[src/rtl/decode_stage_if.sv]
// Fetch-to-execute handshake and decoded-bundle signals for decode_stage.
// slave is the decode stage side, master is the fetch/execute side.
interface decode_stage_if #(
  parameter int XLEN = 32,
  parameter int PC_W = 32
);
  logic            flush_i;
  logic            in_valid_i;
  logic            in_ready_o;
  logic [31:0]     instr_i;
  logic [PC_W-1:0] pc_i;
  logic            out_valid_o;
  logic            out_ready_i;
  logic [PC_W-1:0] pc_o;
  logic [3:0]      alu_op_o;
  logic [4:0]      rs1_o;
  logic [4:0]      rs2_o;
  logic [4:0]      rd_o;
  logic [2:0]      funct3_o;
  logic [XLEN-1:0] imm_o;
  logic            reg_write_o;
  logic            use_imm_o;
  logic            branch_o;
  logic            jump_o;
  logic            jalr_o;
  logic            mem_read_o;
  logic            mem_write_o;
  logic            mem_to_reg_o;
  logic            lui_o;
  logic            auipc_o;
  logic            system_o;
  logic            illegal_o;

  modport slave (
    input  flush_i, in_valid_i, instr_i, pc_i, out_ready_i,
    output in_ready_o, out_valid_o, pc_o, alu_op_o, rs1_o, rs2_o, rd_o,
           funct3_o, imm_o, reg_write_o, use_imm_o, branch_o, jump_o,
           jalr_o, mem_read_o, mem_write_o, mem_to_reg_o, lui_o, auipc_o,
           system_o, illegal_o
  );

  modport master (
    output flush_i, in_valid_i, instr_i, pc_i, out_ready_i,
    input  in_ready_o, out_valid_o, pc_o, alu_op_o, rs1_o, rs2_o, rd_o,
           funct3_o, imm_o, reg_write_o, use_imm_o, branch_o, jump_o,
           jalr_o, mem_read_o, mem_write_o, mem_to_reg_o, lui_o, auipc_o,
           system_o, illegal_o
  );
endinterface

[src/rtl/decode_stage.sv]
// Registered RV32I decode stage: output register plus one-entry skid buffer.
// Define DECODE_ILLEGAL_EN to flag undecodable encodings on illegal_o.
module decode_stage #(
  parameter int XLEN = 32,
  parameter int PC_W = 32
) (
  input  logic          clk_i,
  input  logic          rst_i,
  decode_stage_if.slave bus
);

  localparam logic [6:0] OPC_LUI    = 7'b0110111;
  localparam logic [6:0] OPC_AUIPC  = 7'b0010111;
  localparam logic [6:0] OPC_JAL    = 7'b1101111;
  localparam logic [6:0] OPC_JALR   = 7'b1100111;
  localparam logic [6:0] OPC_BRANCH = 7'b1100011;
  localparam logic [6:0] OPC_LOAD   = 7'b0000011;
  localparam logic [6:0] OPC_STORE  = 7'b0100011;
  localparam logic [6:0] OPC_OPIMM  = 7'b0010011;
  localparam logic [6:0] OPC_OP     = 7'b0110011;
  localparam logic [6:0] OPC_FENCE  = 7'b0001111;
  localparam logic [6:0] OPC_SYSTEM = 7'b1110011;

  localparam logic [3:0] ALU_ADD  = 4'b0000;
  localparam logic [3:0] ALU_SLT  = 4'b0001;
  localparam logic [3:0] ALU_AND  = 4'b0010;
  localparam logic [3:0] ALU_OR   = 4'b0011;
  localparam logic [3:0] ALU_XOR  = 4'b0100;
  localparam logic [3:0] ALU_SLL  = 4'b0101;
  localparam logic [3:0] ALU_SRL  = 4'b0110;
  localparam logic [3:0] ALU_SUB  = 4'b0111;
  localparam logic [3:0] ALU_SRA  = 4'b1000;
  localparam logic [3:0] ALU_SLTU = 4'b1001;

  localparam logic [6:0] F7_BASE = 7'b0000000;
  localparam logic [6:0] F7_ALT  = 7'b0100000;

  typedef struct packed {
    logic [PC_W-1:0] pc;
    logic [3:0]      alu_op;
    logic [4:0]      rs1;
    logic [4:0]      rs2;
    logic [4:0]      rd;
    logic [2:0]      funct3;
    logic [XLEN-1:0] imm;
    logic            reg_write;
    logic            use_imm;
    logic            branch;
    logic            jump;
    logic            jalr;
    logic            mem_read;
    logic            mem_write;
    logic            mem_to_reg;
    logic            lui;
    logic            auipc;
    logic            system;
    logic            illegal;
  } bundle_t;

  function automatic logic [XLEN-1:0] sext32(input logic [31:0] v);
    sext32 = {{(XLEN-31){v[31]}}, v[30:0]};
  endfunction

  function automatic logic [3:0] alu_of(input logic [2:0] f3, input logic alt);
    case (f3)
      3'b000:  alu_of = alt ? ALU_SUB : ALU_ADD;
      3'b001:  alu_of = ALU_SLL;
      3'b010:  alu_of = ALU_SLT;
      3'b011:  alu_of = ALU_SLTU;
      3'b100:  alu_of = ALU_XOR;
      3'b101:  alu_of = alt ? ALU_SRA : ALU_SRL;
      3'b110:  alu_of = ALU_OR;
      3'b111:  alu_of = ALU_AND;
      default: alu_of = ALU_ADD;
    endcase
  endfunction

  logic [31:0] ins_s;
  logic [6:0]  opc_s;
  logic [2:0]  f3_s;
  logic [6:0]  f7_s;
  logic [31:0] imm_i_s;
  logic [31:0] imm_st_s;
  logic [31:0] imm_b_s;
  logic [31:0] imm_j_s;
  logic [31:0] imm_u_s;

  assign ins_s    = bus.instr_i;
  assign opc_s    = ins_s[6:0];
  assign f3_s     = ins_s[14:12];
  assign f7_s     = ins_s[31:25];
  assign imm_i_s  = {{20{ins_s[31]}}, ins_s[31:20]};
  assign imm_st_s = {{20{ins_s[31]}}, ins_s[31:25], ins_s[11:7]};
  assign imm_b_s  = {{19{ins_s[31]}}, ins_s[31], ins_s[7], ins_s[30:25], ins_s[11:8], 1'b0};
  assign imm_j_s  = {{11{ins_s[31]}}, ins_s[31], ins_s[19:12], ins_s[20], ins_s[30:21], 1'b0};
  assign imm_u_s  = {ins_s[31:12], 12'h000};

  bundle_t raw_s;
  bundle_t dec_s;
  logic    bad_s;

  // Raw per-opcode decode, with a flag for encodings outside RV32I
  always_comb begin
    raw_s        = '0;
    bad_s        = 1'b0;
    raw_s.pc     = bus.pc_i;
    raw_s.funct3 = f3_s;
    case (opc_s)
      OPC_LUI, OPC_AUIPC: begin
        raw_s.rd        = ins_s[11:7];
        raw_s.imm       = sext32(imm_u_s);
        raw_s.reg_write = 1'b1;
        raw_s.use_imm   = 1'b1;
        raw_s.lui       = (opc_s == OPC_LUI);
        raw_s.auipc     = (opc_s == OPC_AUIPC);
      end
      OPC_JAL: begin
        raw_s.rd        = ins_s[11:7];
        raw_s.imm       = sext32(imm_j_s);
        raw_s.reg_write = 1'b1;
        raw_s.use_imm   = 1'b1;
        raw_s.jump      = 1'b1;
      end
      OPC_JALR: begin
        raw_s.rd        = ins_s[11:7];
        raw_s.rs1       = ins_s[19:15];
        raw_s.imm       = sext32(imm_i_s);
        raw_s.alu_op    = ALU_ADD;
        raw_s.reg_write = 1'b1;
        raw_s.use_imm   = 1'b1;
        raw_s.jump      = 1'b1;
        raw_s.jalr      = 1'b1;
      end
      OPC_BRANCH: begin
        raw_s.rs1    = ins_s[19:15];
        raw_s.rs2    = ins_s[24:20];
        raw_s.imm    = sext32(imm_b_s);
        raw_s.branch = 1'b1;
        case (f3_s)
          3'b000:  raw_s.alu_op = 4'b0001;
          3'b001:  raw_s.alu_op = 4'b0010;
          3'b100:  raw_s.alu_op = 4'b0011;
          3'b101:  raw_s.alu_op = 4'b0100;
          3'b110:  raw_s.alu_op = 4'b0101;
          3'b111:  raw_s.alu_op = 4'b0110;
          default: bad_s = 1'b1;
        endcase
      end
      OPC_LOAD: begin
        raw_s.rd         = ins_s[11:7];
        raw_s.rs1        = ins_s[19:15];
        raw_s.imm        = sext32(imm_i_s);
        raw_s.alu_op     = ALU_ADD;
        raw_s.use_imm    = 1'b1;
        raw_s.reg_write  = 1'b1;
        raw_s.mem_read   = 1'b1;
        raw_s.mem_to_reg = 1'b1;
        case (f3_s)
          3'b000, 3'b001, 3'b010, 3'b100, 3'b101: bad_s = 1'b0;
          default:                                bad_s = 1'b1;
        endcase
      end
      OPC_STORE: begin
        raw_s.rs1       = ins_s[19:15];
        raw_s.rs2       = ins_s[24:20];
        raw_s.imm       = sext32(imm_st_s);
        raw_s.alu_op    = ALU_ADD;
        raw_s.use_imm   = 1'b1;
        raw_s.mem_write = 1'b1;
        case (f3_s)
          3'b000, 3'b001, 3'b010: bad_s = 1'b0;
          default:                bad_s = 1'b1;
        endcase
      end
      OPC_OPIMM: begin
        raw_s.rd        = ins_s[11:7];
        raw_s.rs1       = ins_s[19:15];
        raw_s.imm       = sext32(imm_i_s);
        raw_s.use_imm   = 1'b1;
        raw_s.reg_write = 1'b1;
        // instr[30] is immediate data except on the right-shift form
        raw_s.alu_op    = alu_of(f3_s, ins_s[30] & (f3_s == 3'b101));
        if (f3_s == 3'b001) begin
          bad_s = (f7_s != F7_BASE);
        end else if (f3_s == 3'b101) begin
          bad_s = (f7_s != F7_BASE) && (f7_s != F7_ALT);
        end else begin
          bad_s = 1'b0;
        end
      end
      OPC_OP: begin
        raw_s.rd        = ins_s[11:7];
        raw_s.rs1       = ins_s[19:15];
        raw_s.rs2       = ins_s[24:20];
        raw_s.reg_write = 1'b1;
        raw_s.alu_op    = alu_of(f3_s, ins_s[30]);
        bad_s = !((f7_s == F7_BASE) ||
                  ((f7_s == F7_ALT) && ((f3_s == 3'b000) || (f3_s == 3'b101))));
      end
      OPC_FENCE: begin
        bad_s = 1'b0;
      end
      OPC_SYSTEM: begin
        raw_s.system = (f3_s == 3'b000);
      end
      default: begin
        bad_s = 1'b1;
      end
    endcase
  end

  // Undecodable encodings lose all side effects; illegal_o only with the option
  always_comb begin
    dec_s = raw_s;
    if (bad_s) begin
      dec_s.alu_op     = 4'b0000;
      dec_s.reg_write  = 1'b0;
      dec_s.use_imm    = 1'b0;
      dec_s.branch     = 1'b0;
      dec_s.jump       = 1'b0;
      dec_s.jalr       = 1'b0;
      dec_s.mem_read   = 1'b0;
      dec_s.mem_write  = 1'b0;
      dec_s.mem_to_reg = 1'b0;
      dec_s.lui        = 1'b0;
      dec_s.auipc      = 1'b0;
      dec_s.system     = 1'b0;
    end else begin
      dec_s.alu_op = raw_s.alu_op;
    end
`ifdef DECODE_ILLEGAL_EN
    dec_s.illegal = bad_s;
`else
    dec_s.illegal = 1'b0;
`endif
  end

  bundle_t r_q, r_d;
  bundle_t s_q, s_d;
  logic    r_valid_q, r_valid_d;
  logic    s_valid_q, s_valid_d;
  logic    accept_s;
  logic    drain_s;

  assign accept_s = bus.in_valid_i & ~s_valid_q;
  assign drain_s  = r_valid_q & bus.out_ready_i;

  // Next state of output register and skid entry; flush overrides everything
  always_comb begin
    r_d       = r_q;
    s_d       = s_q;
    r_valid_d = r_valid_q;
    s_valid_d = s_valid_q;
    if (bus.flush_i) begin
      r_valid_d = 1'b0;
      s_valid_d = 1'b0;
    end else if (!r_valid_q || drain_s) begin
      if (s_valid_q) begin
        r_d       = s_q;
        r_valid_d = 1'b1;
        s_valid_d = 1'b0;
      end else if (accept_s) begin
        r_d       = dec_s;
        r_valid_d = 1'b1;
      end else begin
        r_valid_d = 1'b0;
      end
    end else if (accept_s) begin
      s_d       = dec_s;
      s_valid_d = 1'b1;
    end else begin
      s_valid_d = s_valid_q;
    end
  end

  // State registers
  always_ff @(posedge clk_i or posedge rst_i) begin
    if (rst_i) begin
      r_q       <= '0;
      s_q       <= '0;
      r_valid_q <= 1'b0;
      s_valid_q <= 1'b0;
    end else begin
      r_q       <= r_d;
      s_q       <= s_d;
      r_valid_q <= r_valid_d;
      s_valid_q <= s_valid_d;
    end
  end

  assign bus.in_ready_o   = ~s_valid_q;
  assign bus.out_valid_o  = r_valid_q;
  assign bus.pc_o         = r_q.pc;
  assign bus.alu_op_o     = r_q.alu_op;
  assign bus.rs1_o        = r_q.rs1;
  assign bus.rs2_o        = r_q.rs2;
  assign bus.rd_o         = r_q.rd;
  assign bus.funct3_o     = r_q.funct3;
  assign bus.imm_o        = r_q.imm;
  assign bus.reg_write_o  = r_q.reg_write;
  assign bus.use_imm_o    = r_q.use_imm;
  assign bus.branch_o     = r_q.branch;
  assign bus.jump_o       = r_q.jump;
  assign bus.jalr_o       = r_q.jalr;
  assign bus.mem_read_o   = r_q.mem_read;
  assign bus.mem_write_o  = r_q.mem_write;
  assign bus.mem_to_reg_o = r_q.mem_to_reg;
  assign bus.lui_o        = r_q.lui;
  assign bus.auipc_o      = r_q.auipc;
  assign bus.system_o     = r_q.system;
  assign bus.illegal_o    = r_q.illegal;

endmodule

[src/flat_wrapper.sv]
// flat-port wrapper written by rule: the top's interface ports become plain ports
module decode_stage_flat 
#(
  parameter int XLEN = 32,
  parameter int PC_W = 32
)
  (clk_i, rst_i, bus_flush_i, bus_in_valid_i, bus_instr_i, bus_pc_i, bus_out_ready_i, bus_in_ready_o, bus_out_valid_o, bus_pc_o, bus_alu_op_o, bus_rs1_o, bus_rs2_o, bus_rd_o, bus_funct3_o, bus_imm_o, bus_reg_write_o, bus_use_imm_o, bus_branch_o, bus_jump_o, bus_jalr_o, bus_mem_read_o, bus_mem_write_o, bus_mem_to_reg_o, bus_lui_o, bus_auipc_o, bus_system_o, bus_illegal_o);
  decode_stage_if #(.XLEN(XLEN), .PC_W(PC_W)) bus_i ();
  input  logic clk_i;
  input  logic rst_i;
  input wire logic [$bits(bus_i.flush_i)-1:0] bus_flush_i;
  input wire logic [$bits(bus_i.in_valid_i)-1:0] bus_in_valid_i;
  input wire logic [$bits(bus_i.instr_i)-1:0] bus_instr_i;
  input wire logic [$bits(bus_i.pc_i)-1:0] bus_pc_i;
  input wire logic [$bits(bus_i.out_ready_i)-1:0] bus_out_ready_i;
  output wire logic [$bits(bus_i.in_ready_o)-1:0] bus_in_ready_o;
  output wire logic [$bits(bus_i.out_valid_o)-1:0] bus_out_valid_o;
  output wire logic [$bits(bus_i.pc_o)-1:0] bus_pc_o;
  output wire logic [$bits(bus_i.alu_op_o)-1:0] bus_alu_op_o;
  output wire logic [$bits(bus_i.rs1_o)-1:0] bus_rs1_o;
  output wire logic [$bits(bus_i.rs2_o)-1:0] bus_rs2_o;
  output wire logic [$bits(bus_i.rd_o)-1:0] bus_rd_o;
  output wire logic [$bits(bus_i.funct3_o)-1:0] bus_funct3_o;
  output wire logic [$bits(bus_i.imm_o)-1:0] bus_imm_o;
  output wire logic [$bits(bus_i.reg_write_o)-1:0] bus_reg_write_o;
  output wire logic [$bits(bus_i.use_imm_o)-1:0] bus_use_imm_o;
  output wire logic [$bits(bus_i.branch_o)-1:0] bus_branch_o;
  output wire logic [$bits(bus_i.jump_o)-1:0] bus_jump_o;
  output wire logic [$bits(bus_i.jalr_o)-1:0] bus_jalr_o;
  output wire logic [$bits(bus_i.mem_read_o)-1:0] bus_mem_read_o;
  output wire logic [$bits(bus_i.mem_write_o)-1:0] bus_mem_write_o;
  output wire logic [$bits(bus_i.mem_to_reg_o)-1:0] bus_mem_to_reg_o;
  output wire logic [$bits(bus_i.lui_o)-1:0] bus_lui_o;
  output wire logic [$bits(bus_i.auipc_o)-1:0] bus_auipc_o;
  output wire logic [$bits(bus_i.system_o)-1:0] bus_system_o;
  output wire logic [$bits(bus_i.illegal_o)-1:0] bus_illegal_o;
  assign bus_i.flush_i = bus_flush_i;
  assign bus_i.in_valid_i = bus_in_valid_i;
  assign bus_i.instr_i = bus_instr_i;
  assign bus_i.pc_i = bus_pc_i;
  assign bus_i.out_ready_i = bus_out_ready_i;
  assign bus_in_ready_o = bus_i.in_ready_o;
  assign bus_out_valid_o = bus_i.out_valid_o;
  assign bus_pc_o = bus_i.pc_o;
  assign bus_alu_op_o = bus_i.alu_op_o;
  assign bus_rs1_o = bus_i.rs1_o;
  assign bus_rs2_o = bus_i.rs2_o;
  assign bus_rd_o = bus_i.rd_o;
  assign bus_funct3_o = bus_i.funct3_o;
  assign bus_imm_o = bus_i.imm_o;
  assign bus_reg_write_o = bus_i.reg_write_o;
  assign bus_use_imm_o = bus_i.use_imm_o;
  assign bus_branch_o = bus_i.branch_o;
  assign bus_jump_o = bus_i.jump_o;
  assign bus_jalr_o = bus_i.jalr_o;
  assign bus_mem_read_o = bus_i.mem_read_o;
  assign bus_mem_write_o = bus_i.mem_write_o;
  assign bus_mem_to_reg_o = bus_i.mem_to_reg_o;
  assign bus_lui_o = bus_i.lui_o;
  assign bus_auipc_o = bus_i.auipc_o;
  assign bus_system_o = bus_i.system_o;
  assign bus_illegal_o = bus_i.illegal_o;
  decode_stage #(.XLEN(XLEN), .PC_W(PC_W)) u_core (.clk_i(clk_i), .rst_i(rst_i), .bus(bus_i));
endmodule
[config.mk]
export PLATFORM = sky130hd
export DESIGN_NAME = decode_stage_flat
export DESIGN_NICKNAME = d
export VERILOG_FILES = /design/src/rtl/decode_stage_if.sv /design/src/rtl/decode_stage.sv /design/src/flat_wrapper.sv
export SDC_FILE = /design/constraint.sdc
export NUM_CORES = 1
export LEC_CHECK = 0
export CORE_MARGIN = 1.5
export CORE_UTILIZATION = 50
export DETAILED_ROUTE_END_ITERATION = 6
export PLACE_DENSITY = 0.77
export SLEW_MARGIN = 20
export SYNTH_ARGS = -nofsm -noshare
export SYNTH_HDL_FRONTEND = slang
export SYNTH_SLANG_ARGS = --single-unit
[constraint.sdc]
create_clock -name clk_i -period 7.6 [get_ports clk_i]
set_input_delay 1.14 -clock clk_i [delete_from_list [all_inputs] [get_ports clk_i]]
set_output_delay 1.14 -clock clk_i [all_outputs]
set_load 0.02 [all_outputs]
==> results of run 1 <==
## cell type report
type	instances	area [um^2]
clock inverter	11	174
timing repair buffer	173	1740
sequential	194	4860
inverter	5	26.3
clock buffer	21	470
tap	225	282
multi-input combinational	617	3640
fill	1372	6110
## cells in the final DEF, fill, tap and decap left out, types with 2 or more instances in the layout
cell type / n
inv_8: 2
nand3b_1: 3
and2_1: 6
o21ai_1: 8
nand2b_1: 4
clkbuf_16: 17
o21a_1: 7
clkbuf_8: 3
a31oi_1: 11
and3b_1: 3
o31ai_1: 19
buf_4: 5
a21oi_1: 76
nor3_1: 8
inv_1: 3
mux2i_1: 36
a22oi_1: 4
nand4b_1: 2
a21oi_2: 2
nand3_1: 16
nor2b_1: 6
nor2_1: 28
a32oi_1: 2
nand4_1: 2
bufinv_16: 4
o211ai_1: 8
nand2_1: 150
mux2_2: 40
and3_1: 31
o21ai_0: 116
clkinvlp_4: 2
clkdlybuf4s50_1: 167
clkinv_2: 2
dfrtp_1: 193
## registers in the layout (all words and copies together), names as in the netlist, 3 cells and up
register / cells
u_core.bus.alu_op_o: 4
u_core.bus.funct3_o: 3
u_core.bus.imm_o: 32
u_core.bus.pc_o: 32
u_core.bus.rd_o: 5
u_core.bus.rs1_o: 5
u_core.bus.rs2_o: 5
u_core.s_q: 96
## metrics by stage
step | hold WS, ns | total power (uW) | utilization, %
after floorplan | 0.440 | 1440 | -
after global placement | 0.451 | 1630 | 60.8
after detailed placement | 0.461 | 1650 | 60.8
final | 0.472 | 2600 | 64.7
after CTS | 0.476 | 2620 | 64.5
after global routing | 0.498 | 2710 | 64.7
## cells by family (layout without fill, tap and decap cells)
logic type                count (synthesis)  after routing
and+or+nand+nor                         273            273
AOI/OAI and AO/OA                       266            266
DFF                                     194            194
buffers and inverters                    79            210
muxes                                    76             76
other                                     1              1
xor gates and xnor gates                  1              1
## metal layers
metal / up-vias / global-route usage [%] / wire (um)
li1: 3364 / - / -
met1: 3360 / 33.9 / 9610
met2: 277 / 35.5 / 9510
met3: 32 / 5.97 / 1680
met4: 0 / 8.22 / 438
met5: - / 0 / 0
## critical path: cells and delay by family (launching register included)
family	cells	cell delay, ns
flops	1	0.82
buf+inv	2	1.48
## worst min-delay path by stage
| stage | end | slack [ns] | cells past startpoint |
|---|---|---|---|
| 2_1_floorplan | u_core.s_q[65] | 0.44 | 2 |
| 3_3_place_gp | u_core.s_q[65] | 0.45 | 2 |
| 3_5_place_dp | u_core.s_q[6] | 0.46 | 2 |
| 4_1_cts | u_core.s_q[6] | 0.48 | 2 |
| 5_1_grt | u_core.s_q[6] | 0.50 | 2 |
| 6_report | u_core.s_q[10] | 0.47 | 2 |
## power by group
group	total, uW	internal (uW)	switching [uW]
combinational	426	204	222
sequential	1200	1140	60.1
clock	971	580	392
total	2600	1930	673
==> run metrics, run 1 <==
vias in the first global route=around 6,700; fin cells=1,246; CTS clock-pin slew for the worst setup and hold paths=~0.070 ns; Total GRT Usage=a little under a quarter; worst path cell trace=clkinv_1, clkdlybuf4s50_1; Worst setup endpoint=bus_in_ready_o; min-delay worst type=flip-flop to flip-flop; reg2reg end=u_core.bus.mem_to_reg_o; Slew @ Worst Pin=roughly 0.95 ns; worst r2r src=u_core.s_valid_q; CP Capture Type=output pin; gr ovfl total=0; EDFF count, synth=0; vias=roughly 7,000; multiplexer share of the synthesized area=under 10%; CTS Buf Count=17; clock latency on the worst-skew pair=roughly 0.44 ns; GPL Wtd Cong=~0.8; Vias/cell=between 5 and 6; DRC viols=0; Post-synth ARST share=between 90% and 100%; Rows=48; CP max stage delay=roughly 0.82 ns; final instance area=roughly 11,000 um^2; Yosys top cell area share=between 50% and 60%; core area=17,300 um^2; CTS tree=done; share of cells above drive strength 1=about 9%; top-count cell post-synth=dfrtp_1; Final period util=between 50% and 60%; Detailed Place HPWL=between 10,000 and 15,000 um; Hold Path Origin=u_core.s_q[10]; Area after DPL=between 10,000 and 15,000 um^2; die span in x=approximately 140 um; run status=finished, final reports clean; post-synthesis xor/xnor area fraction=0.0992%; Synth Cell Area=8830 um^2; H-tree depth=4; # Max-Cap Violations=0; biggest area consumer among synthesized cells=dfrtp_1; antenna cells=0; Yosys reg bits=194; DRT iter0 DRCs=485; relative slew slack=36.3%; Pleak=around 0.0047 uW; Post-CTS Setup Bufs=0; Final min period=between 3 and 4 ns; reg-to-reg slack, setup=between 4 and 5 ns; critical path class=flip-flop to output pin; pin count of the biggest net entering global routing=120; R2R depth=5; DRT Wirelength=between 20,000 and 25,000 um; top cells by count, synth=dfrtp_1 (194), nand2_1 (150), o21ai_0 (116); First-pass DRT Iterations=5; syn_area_per_cell=9.92 um^2; Layout area overhead=26.8%; Ys Warns=0; Critical Path Slowest Stage Cell=dfrtp_4; main combinational cell family by area after synthesis=compound AO/OA/AOI/OAI gates; hold violation count in the final report=0; first-pass GRT wire length=34,300 um; antenna viol nets, final=0; Worst EP required=roughly 6.5 ns; worst path arrival time=2.78 ns; Avg WL per Cell=17.0 um; endpoints failing setup=0; Die Area=approximately 18,000 um^2; Synth area leaders=dfrtp_1 (55%), o21ai_0 (6.6%), nand2_1 (6.4%); nets=between 1,000 and 1,500; synth unique cells=slightly below 60; crit path max fanout=35; CTS root buffer=clkbuf_16; number of port buffers=roughly 170; syn nets=about 960; hold buffer count at CTS=0; unrepaired setup endpoints after global routing=no; initial antenna violation count=0; Power Dens Cells=232 nW/um^2; cts repair resizes=0; final slew viol count=0; Die Span Y=roughly 140 um; clock buffer depth=2; post-synthesis simple-gate area fraction=14.5%; final worst slack=roughly 3.7 ns; Post-Synth Adder-Cell Area=0%; CP Launch Type=flip-flop; Synth Area in Compound Gates=17.2%; Peak supply drop=about 0.15 mV; Placement Setup Slack=around 3.8 ns; cells after synthesis=about 900; sequential fraction of the synthesis area=between 50% and 60%; total negative setup slack=0 ns; f_max=~260 MHz; placed cells=1,213; I/O Pins=~170; initial core utilization=between 50 and 60%; critical path launch point=u_core.s_valid_q; clock sinks=~190; ys flop type=dfrtp_1; clk_skew=between 0.01 and 0.015 ns
(Power assumes the default switching activity.)
==> run 2: changes to the inputs <==
clock period = 4.1 ns   (was 7.6 ns; I/O delays follow)
==> run metrics, run 2 (synthesis results as in run 1) <==
hold depth=2 (unchanged); unrepaired setup endpoints after global routing=no (unchanged); GPL Wtd Cong=0.836 (was 0.808); clk_skew=0.00697 ns (was 0.0121 ns); die span in x=136 um (unchanged); Largest Register=u_core.s_q (unchanged); Die Area=18,500 um^2 (unchanged); f_max=325 MHz; reg-to-reg slack, setup=1.56 ns (was 4.56 ns); First-pass DRT Iterations=5 (unchanged); Post-CTS Setup Bufs=0 (unchanged); DRT iter0 DRCs=532 (was 485); most common cell after layout, fill and taps aside=dfrtp_1 (unchanged); I/O Pins=169 (unchanged); Slew @ Worst Pin=0.882 ns (was 0.955 ns); vias=7,010 (was 7,033); worst path arrival time=2.46 ns (was 2.78 ns); nets=1,082 (was 1,077); share of cells above drive strength 1=9.55% (was 9.01%); CTS clock-pin slew for the worst setup and hold paths=0.07 ns (about the same); # Max-Cap Violations=0 (unchanged); H-tree depth=4 (unchanged); critical path class=flip-flop to output pin (unchanged); CTS Buf Count=17 (unchanged); initial core utilization=51.0% (unchanged); Detailed Place HPWL=14,100 um (was 13,600 um); CP Launch Type=flip-flop (unchanged); run status=finished, final reports clean (unchanged); clock buffer depth=2 (unchanged); Worst EP required=3.48 ns (was 6.46 ns); Avg WL per Cell=17.3 um (was 17.0 um); vias in the first global route=6,759 (was 6,697); DRC viols=0 (unchanged); Pwr Total=4610 uW (was 2600 uW); min-delay worst type=flip-flop to flip-flop (unchanged); clock latency on the worst-skew pair=0.43 ns (was 0.44 ns); number of port buffers=167 (unchanged); Pleak=0.00464 uW (was 0.00465 uW); relative slew slack=41.1% (was 36.3%); Final period util=between 70% and 80%; first-pass GRT wire length=34,600 um (was 34,300 um); antenna viol nets, final=0 (unchanged); CTS tree=done (unchanged); Die Span Y=136 um (unchanged); cts repair resizes=0 (unchanged); max reg flops=96 (unchanged); pin count of the biggest net entering global routing=128 (was 120); Power Dens Cells=413 nW/um^2 (was 232 nW/um^2); Rows=48 (unchanged); Vias/cell=5.60 (was 5.64); Peak supply drop=0.293 mV (was 0.153 mV); Total GRT Usage=23.8% (about the same); core area=17,300 um^2 (unchanged); hold buffer count at CTS=0 (unchanged); most frequent cells in the layout=dfrtp_1 (193), clkdlybuf4s50_1 (167), nand2_1 (150), o21ai_0 (116), a21oi_1 (76) (unchanged); hold violation count in the final report=0 (unchanged); crit path max fanout=38 (was 35); CTS root buffer=clkbuf_16 (unchanged); R2R depth=3 (was 5); Layout area overhead=26.3% (was 26.8%); total negative setup slack=0 ns (unchanged); gr ovfl total=0 (unchanged); Final min period=approximately 3 ns; final slew viol count=0 (unchanged); CP Capture Type=output pin (unchanged); antenna cells=0 (unchanged); initial antenna violation count=0 (unchanged); DRT Wirelength=21,600 um (was 21,200 um); clock sinks=194 (unchanged); endpoints failing setup=0 (unchanged)
run 2: stage by stage:
step	instances	util [%]	hold slack (ns)	setup WS [ns]	cell area [um^2]
CTS	1251	64.5	0.477	0.993	11200
detailed placement	1219	61.2	0.460	0.983	10600
global route	1251	64.5	0.494	0.919	11200
floorplan	890	-	0.440	0.981	8830
global placement	1219	61.2	0.451	0.970	10600
finish	1251	64.5	0.474	1.03	11200
run 2: worst max-delay path: stages, from the launching register on:
cell and delay, ns:
dfrtp_4 0.87, clkinv_1 0.50, clkdlybuf4s50_1 0.66
run 2: path summary, 6_finish.rpt:
path / startpoint / end
max in group asynchronous: rst_i / u_core.s_q[41]
min: u_core.s_q[23] / u_core.s_q[23]
max: u_core.s_valid_q / bus_in_ready_o
min reg2reg: u_core.s_q[23] / u_core.s_q[23]
min in group asynchronous: rst_i / u_core.bus.pc_o[12]
max reg2reg: u_core.s_valid_q / u_core.bus.imm_o[12]
run 2: cell type report:
cell class | count | area, um^2
repair buffers | 178 | 1780
multi-input cells | 617 | 3640
clock buffers | 17 | 425
well taps | 225 | 282
clock inverters | 15 | 141
fillers | 1439 | 6140
flip-flops and latches | 194 | 4860
inverters | 5 | 22.5
run 2: power breakdown:
part / switching [uW] / internal [uW] / leakage, uW / total [uW]
combinational: 412 / 379 / 0.00182 / 791
clock: 785 / 805 / 0.000281 / 1590
sequential: 111 / 2120 / 0.00254 / 2230
run 2: layer usage:
| metal | wire length, um | GRT usage (%) |
|---|---|---|
| met2 | 10000 | 38.1 |
| met4 | 275 | 5.67 |
| met1 | 9840 | 32.8 |
| met5 | 0 | 0 |
| met3 | 1490 | 5.74 |
